[src/rtl/pio_initiator.sv]
// PIO bus master: one host request at a time onto the shared reg_* slave bus; PIO_INIT_TIMEOUT_EN adds an ack timeout.
// Latency: accept->strobe 1 cycle, ack sample->rsp_valid 1 cycle; min request-to-request 4 cycles plus ack time.
// Backpressure: req_ready high only in IDLE; rsp_valid is a one-cycle strobe with no backpressure.

`ifndef PIO_NBITS
`define PIO_NBITS 32
`endif
`ifndef RESET_SIG
`define RESET_SIG rst
`endif

module pio_initiator #(
    parameter int NSLV      = 4,
    parameter int SEL_LSB   = 16,
    parameter int SEL_NBITS = 2,
    parameter int TMO_NBITS = 8
) (
    input  logic                        clk,
    input  logic                        `RESET_SIG,
    input  logic                        clk_div,
    input  logic                        req_valid,
    output logic                        req_ready,
    input  logic                        req_wr,
    input  logic [`PIO_NBITS-1:0]       req_addr,
    input  logic [`PIO_NBITS-1:0]       req_wdata,
    output logic                        rsp_valid,
    output logic [`PIO_NBITS-1:0]       rsp_rdata,
    output logic                        rsp_err,
    output logic [`PIO_NBITS-1:0]       reg_addr,
    output logic [`PIO_NBITS-1:0]       reg_din,
    output logic                        reg_rd,
    output logic                        reg_wr,
    output logic [NSLV-1:0]             reg_ms,
    input  logic [NSLV-1:0]             slv_ack,
    input  logic [NSLV*`PIO_NBITS-1:0]  slv_rdata
);

    localparam int DW = `PIO_NBITS;

    typedef enum logic [1:0] {
        IDLE          = 2'd0,
        STROBE        = 2'd1,
        WAIT_ACK      = 2'd2,
        WAIT_DEASSERT = 2'd3
    } state_t;

    state_t                 state_q, state_d;
    logic                   wr_q, wr_d;
    logic [SEL_NBITS-1:0]   sel_q, sel_d;
    logic [DW-1:0]          reg_addr_q, reg_addr_d;
    logic [DW-1:0]          reg_din_q, reg_din_d;
    logic                   reg_rd_q, reg_rd_d;
    logic                   reg_wr_q, reg_wr_d;
    logic [NSLV-1:0]        reg_ms_q, reg_ms_d;
    logic                   rsp_valid_q, rsp_valid_d;
    logic                   rsp_err_q, rsp_err_d;
    logic [DW-1:0]          rsp_rdata_q, rsp_rdata_d;

    logic [SEL_NBITS-1:0]   req_sel;
    logic                   req_unmapped;
    logic                   ack_sel;
    logic [DW-1:0]          rdata_sel;

    assign req_sel      = req_addr[SEL_LSB +: SEL_NBITS];
    assign req_unmapped = (int'(req_sel) >= NSLV);

    // Only the lane of the slave currently addressed is ever looked at.
    always_comb begin
        ack_sel   = 1'b0;
        rdata_sel = '0;
        for (int i = 0; i < NSLV; i++) begin
            if (sel_q == SEL_NBITS'(i)) begin
                ack_sel   = slv_ack[i];
                rdata_sel = slv_rdata[i*DW +: DW];
            end
        end
    end

`ifdef PIO_INIT_TIMEOUT_EN
    logic [TMO_NBITS-1:0]   tmo_cnt_q, tmo_cnt_d;
    logic                   tmo_expired;

    assign tmo_expired = &tmo_cnt_q;

    always_comb begin
        tmo_cnt_d = tmo_cnt_q;
        if (state_q == STROBE) begin
            tmo_cnt_d = '0;
        end else if (clk_div && !tmo_expired &&
                     (state_q == WAIT_ACK || state_q == WAIT_DEASSERT)) begin
            tmo_cnt_d = tmo_cnt_q + 1'b1;
        end
    end

    always_ff @(posedge clk) begin
        if (`RESET_SIG) begin
            tmo_cnt_q <= '0;
        end else begin
            tmo_cnt_q <= tmo_cnt_d;
        end
    end
`else
    localparam int unused_tmo_nbits = TMO_NBITS;
    logic unused_clk_div;
    assign unused_clk_div = clk_div;
`endif

    always_comb begin
        state_d     = state_q;
        wr_d        = wr_q;
        sel_d       = sel_q;
        reg_addr_d  = reg_addr_q;
        reg_din_d   = reg_din_q;
        rsp_valid_d = 1'b0;
        rsp_err_d   = rsp_err_q;
        rsp_rdata_d = rsp_rdata_q;

        case (state_q)
            IDLE: begin
                if (req_valid) begin
                    if (req_unmapped) begin
                        rsp_valid_d = 1'b1;
                        rsp_err_d   = 1'b1;
                        rsp_rdata_d = '1;
                    end else begin
                        wr_d       = req_wr;
                        sel_d      = req_sel;
                        reg_addr_d = req_addr;
                        reg_din_d  = req_wdata;
                        state_d    = STROBE;
                    end
                end
            end
            // An ack still high from the previous access is never sampled here.
            STROBE: begin
                state_d = WAIT_ACK;
            end
            WAIT_ACK: begin
                if (ack_sel) begin
                    rsp_valid_d = 1'b1;
                    rsp_err_d   = 1'b0;
                    rsp_rdata_d = wr_q ? '0 : rdata_sel;
                    state_d     = WAIT_DEASSERT;
`ifdef PIO_INIT_TIMEOUT_EN
                end else if (tmo_expired) begin
                    rsp_valid_d = 1'b1;
                    rsp_err_d   = 1'b1;
                    rsp_rdata_d = '1;
                    state_d     = IDLE;
`endif
                end
            end
            WAIT_DEASSERT: begin
                if (!ack_sel) begin
                    state_d = IDLE;
`ifdef PIO_INIT_TIMEOUT_EN
                end else if (tmo_expired) begin
                    state_d = IDLE;
`endif
                end
            end
            default: begin
                state_d = IDLE;
            end
        endcase

        // Bus controls are registered from the next state so they leave flops glitch-free.
        reg_rd_d = (state_d == STROBE) && !wr_d;
        reg_wr_d = (state_d == STROBE) && wr_d;
        reg_ms_d = '0;
        if (state_d == STROBE || state_d == WAIT_ACK) begin
            for (int i = 0; i < NSLV; i++) begin
                if (sel_d == SEL_NBITS'(i)) begin
                    reg_ms_d[i] = 1'b1;
                end
            end
        end
    end

    always_ff @(posedge clk) begin
        if (`RESET_SIG) begin
            state_q     <= IDLE;
            wr_q        <= 1'b0;
            sel_q       <= '0;
            reg_addr_q  <= '0;
            reg_din_q   <= '0;
            reg_rd_q    <= 1'b0;
            reg_wr_q    <= 1'b0;
            reg_ms_q    <= '0;
            rsp_valid_q <= 1'b0;
            rsp_err_q   <= 1'b0;
            rsp_rdata_q <= '0;
        end else begin
            state_q     <= state_d;
            wr_q        <= wr_d;
            sel_q       <= sel_d;
            reg_addr_q  <= reg_addr_d;
            reg_din_q   <= reg_din_d;
            reg_rd_q    <= reg_rd_d;
            reg_wr_q    <= reg_wr_d;
            reg_ms_q    <= reg_ms_d;
            rsp_valid_q <= rsp_valid_d;
            rsp_err_q   <= rsp_err_d;
            rsp_rdata_q <= rsp_rdata_d;
        end
    end

    assign req_ready = (state_q == IDLE);
    assign rsp_valid = rsp_valid_q;
    assign rsp_err   = rsp_err_q;
    assign rsp_rdata = rsp_rdata_q;
    assign reg_addr  = reg_addr_q;
    assign reg_din   = reg_din_q;
    assign reg_rd    = reg_rd_q;
    assign reg_wr    = reg_wr_q;
    assign reg_ms    = reg_ms_q;

endmodule
[config.mk]
export PLATFORM = sky130hd
export DESIGN_NAME = pio_initiator
export DESIGN_NICKNAME = d
export VERILOG_FILES = /design/src/rtl/pio_initiator.sv
export SDC_FILE = /design/constraint.sdc
export NUM_CORES = 1
export LEC_CHECK = 0
export BUFFER_PORTS_ARGS = -buffer_cell sky130_fd_sc_hd__buf_4
export CORE_AREA = 2 2 120 122
export CTS_BUF_LIST = sky130_fd_sc_hd__clkbuf_8
export DETAILED_ROUTE_END_ITERATION = 8
export DIE_AREA = 0 0 122 124
export GPL_ROUTABILITY_DRIVEN = 0
export PLACE_DENSITY = 0.7
export SLEW_MARGIN = 20
export SYNTH_ARGS = -nofsm -noshare
export SYNTH_HDL_FRONTEND = slang
export SYNTH_SLANG_ARGS = --single-unit
[constraint.sdc]
create_clock -name clk -period 1.88 [get_ports clk]
set_input_delay 0.188 -clock clk [delete_from_list [all_inputs] [get_ports clk]]
set_output_delay 0.188 -clock clk [all_outputs]
set_load 0.01 [all_outputs]
After elaboration in Yosys (flattened, before gate mapping)
Index checks and enable logic that the tools add are counted.

word-level totals
  register bits = 108
  latch bits = 0
  RAM bits = 0
  ROM bits = 0
  input bits = 201
  output and inout port bits = 105
  logic and storage cells = 56
  memories kept = 0

cells by class
  add/subtract/negate cells = 0
  multiply operators = 0
  div/mod/pow operators = 0
  order comparisons = 0
  eq/ne operators = 11
  shift operators = 0
  muxes and demuxes = 22
  bitwise gates (word level) = 2
  reduce and logical (&&, ||, !) cells = 11

operator list
  kind                                                  number
  two-way mux 32 bit                                    5
  equality test 2 bit (second input constant)           7
  two-way mux 1 bit                                     11
  two-way mux 2 bit                                     5
  equality test 2 x 1 -> 1 bit (second input constant)  4
  one-hot mux 2 bit (4 select lines)                    1
  zero test 2 bit                                       3
  AND reduction 2 bit                                   2
  OR reduction 2 bit                                    2
  logical AND 1 bit                                     2
  inverter 1 bit                                        2
  zero test 1 bit                                       1
  logical OR 1 bit                                      1

Depth between registers and ports, before layout
  depth in word-level cells = 11
  depth in mapped cells = 7
  depth with buffers taken out = 5

Least setup slack after synthesis
Ideal clock, no wire load.

  path type = flip-flop to flip-flop
  start = register sel_q[0]
  end = register reg_ms_q[2], in the netlist reg_ms[2]
  library setup time = 0.060 ns
  arrival time = 1.811 ns
  required time = 1.820 ns
  setup slack = 0.008 ns
  stages on the path, launching flop included = 8
  buffers on the path = 2
  period minus slack after synthesis = 1.872 ns
  path through = dfxtp_1 > buf_6 > mux4_2 > buf_6 > a21o_1 > ha_1 > nor2_1 > and3b_1

between the ends
  longest elaborated chain between the ends = 11
  elaborated cells on any way between the ends = 20
  those cells by class = eq/ne: 6; mux: 10; bitwise: 1; reduce/logical: 3

RTL lines
  what                                                                 RTL line  source
  from (decl)                                                          49        logic [SEL_NBITS-1:0] sel_q, sel_d;
  from (signal assigned)                                               196       sel_q <= sel_d;
  zero test 2 bit                                                      72        if (sel_q == SEL_NBITS'(i)) begin
  two-way mux 1 bit (3 in series)                                      72
  two-way mux 1 bit *                                                  72
  two-way mux 2 bit (on tied branches)                                 154, 139
  one-hot mux 2 bit (4 select lines) *                                 118       case (state_q)
  net state_d[0]                                                       47        state_t state_q, state_d;
  equality test 2 x 1 -> 1 bit or equality test 2 bit (tied branches)  171       if (state_d == STROBE || state_d == WAIT_ACK) begin
  logical OR 1 bit *                                                   171
  inverter 1 bit (no line) *                                           n/a
  OR reduction 2 bit (no line) *                                       n/a
  to (signal assigned)                                                 201       reg_ms_q <= reg_ms_d;
  to (decl)                                                            54        logic [NSLV-1:0] reg_ms_q, reg_ms_d;

The timed path passes the listed nets; every way through them passes the cells marked *.
A chain may end at the register's enable or synchronous reset.

Worst setup path in the final report
  start = register sel_q[0]
  end = register reg_ms_q[1], in the netlist reg_ms[1]

The elaborated chain is that of the path after synthesis.

==> reports/results.txt <==
WS Path Type - register to register
Post-Synthesis Cells - 505
Die W - 122 um
Final instance area - 7320 um^2
Period utilization - 95.0%
Clock sink count - 108
ANT cells - 0
I/O pins - 306
Run status - complete, no violations
Fin nets - 982
Post-Syn Nets - 707
HP Class - input port to register
CP max stage delay - 0.55 ns
Fin crit period - 1.79 ns
Final hold slack - 0.0521 ns
Final core occ - 53.4%
Synth-to-layout area growth - 55.8%
Mapped cell area - 4700 um^2
Top cells by count, synth - nand2_1, dfxtp_1, a21oi_1
# setup viols final - 0
CP max stage cell - mux4_2
Cell depth of the worst setup path - 5
Number of global-route vias before repair - 4819
Crit path max fanout - 3
Vias/cell - 5.01
Clock Latency Late Sink - 0.37 ns
Deepest clock path buffer count - 2
Dpl cell area - 7070 um^2
Proportion of layout cells with a drive suffix above 1 - 47.6%
Chip height - 124 um
Pre-CTS WS - 0.0630 ns
Final ANT Viol Nets - 0
DP Wirelength - 12400 um
Setup crit start kind - register
Clock Skew - 0.0149 ns
CP delay by family, top - multiplexers
All-layer global routing usage - 20.5%
Max IR drop VDD - 0.000423 V
Max Slew Vio Count - 0
Placed Instances - 948
Register bit total from synthesis - 108
Main area contributors after synthesis - dfxtp_1, mux4_2, nand2_1
Starting Density - 34.3%
Post-synth EDFFs - 0
WP buf/inv - 0
Async SR Flop Fraction - 0%
# Post-CTS Setup Buffers - 0
Leakage power - 3.22 nW
Data arrival, critical path - 2.10 ns
Initial antenna violation count - 0
WL per Instance - 16.8 um
CP endpoint - reg_ms[1]$_SDFF_PP0_
Final Hold Viols - 0
Iter 0 DRT Violations - 269
Synth top area share - 46.0%
Cell variety after synth - 27
Die area - 15100 um^2
Fmax - 0.560 GHz
Tightest Pin Transition - 0.652 ns
Final WS setup - 0.0940 ns
P per Cell Area - 747 nW/um^2
Global-route wire length before repair - 24000 um
Std cell rows - 43
Syn avg cell area - 9.31 um^2
Crit-path cells - mux4_2, a21o_1, ha_1, nor2_2, and3b_1
Total of max-cap violations - 0
Drt drc - 0
Internal reg-to-reg setup slack - 0.09 ns
Largest area contributor in the netlist - dfxtp_1
Slew headroom - 56.5%
Crit end category - register
Global route overflow - 0
Pin count of the biggest net entering global routing - 65
Non-Filler Instances - 965
RSZ-0062 raised after global routing - false
Total of warnings raised by yosys - 0
Reg2reg end - reg_ms[1]$_SDFF_PP0_
Setup TNS - 0 ns
Crit path launch - sel_q[0]$_SDFF_PP0_
Root buffer cell - clkbuf_8
H-tree depth - 3
Final Power - 5.47 mW
Drt total wl - 16200 um
Cts bufs inserted - 9
Sequential area share after synthesis - 46.0%
IO Port Bufs - 303
CTS tree - built
Req. time, crit path - 2.19 ns
Worst-path clk slew - 0.10 ns
R2r worst-path depth - 5
First-pass iteration count of the detailed router - 7
Top-count cell post-synth - nand2_1
Top FF cell, synth - dfxtp_1
Vias - 4835
Worst r2r src - sel_q[0]$_SDFF_PP0_
Core ar. - 13700 um^2
[cells by family (layout without fill, tap and decap cells)]
logic type	Yosys count	after routing	share of synthesized area [%]
AO/OA/AOI/OAI	98	98	10.9
adder cells (fa/ha/maj)	1	1	0.266
buffers and inverters	49	328	5.08
flip-flops	108	108	46.0
multiplexers	36	36	16.4
other	1	1	0.0798
AND/OR/NAND/NOR	212	213	21.3
[tightest hold or removal path, stage by stage]
cell	delay (ns)
buf_4	0.11
nand2_1	0.04
a21oi_1	0.05
[cells in the final DEF, fill, tap and decap left out, types with 2 or more instances in the layout]
cell	Yosys	final
o21ai_2	4	4
nor2b_1	3	2
nand2b_1	32	32
dfxtp_1	108	106
mux4_2	33	33
a21oi_1	64	64
and3b_1	3	3
mux2i_1	3	3
buf_12	0	2
o21ai_0	2	2
nand4_1	32	32
and2_4	1	2
o21ai_1	26	26
bufinv_16	0	2
nor2_1	7	5
nor2_2	0	2
nand2_1	129	129
buf_4	1	310
clkbuf_8	0	12
[registers in the layout, summed over array words and instances, names as in the netlist]
name,count
reg_addr,32
reg_din,32
reg_ms,4
reg_rd,1
reg_wr,1
rsp_rdata,32
rsp_valid,1
sel_q,2
state_q,2
wr_q,1
[repair_timing]
action | 4_1_cts | 5_1_grt
resized for setup | 0 | 3
endpoints found under the setup margin | 0 | 19
hold buffers | 0 | 0
[layer usage]
metal	up-vias	global-route usage, %	wire, um
met5	-	0	0
met4	0	8.91	424
met3	26	6.00	1470
met2	223	35.5	8150
met1	2284	23.6	6130
li1	2302	-	-
[how the worst min path moves through the flow]
stage                            start                         to  slack [ns]  cells after the start
final                      req_addr[3]   reg_addr[3]$_SDFFE_PP0P_        0.05                      3
after detailed placement  req_addr[28]  reg_addr[28]$_SDFFE_PP0P_        0.45                      3
after global placement    req_addr[15]  reg_addr[15]$_SDFFE_PP0P_        0.44                      3
after CTS                  req_addr[3]   reg_addr[3]$_SDFFE_PP0P_        0.02                      3
after global routing       req_addr[3]   reg_addr[3]$_SDFFE_PP0P_        0.03                      3
after floorplan            req_addr[0]   reg_addr[0]$_SDFFE_PP0P_        0.32                      2
[where the power goes]
part / internal [mW] / switching, mW
Combinational: 0.706 / 0.599
Sequential: 2.43 / 0.0851
Clock: 0.867 / 0.784
[final cells by class]
| cell class | count | area (um^2) |
|---|---|---|
| multi-input cells | 349 | 2320 |
| flip-flops and latches | 108 | 2170 |
| fillers | 1268 | 6390 |
| repair buffers | 312 | 2370 |
| clock inverters | 4 | 77.6 |
| clock buffers | 12 | 165 |
| well taps | 180 | 225 |
(Power assumes the default switching activity.)
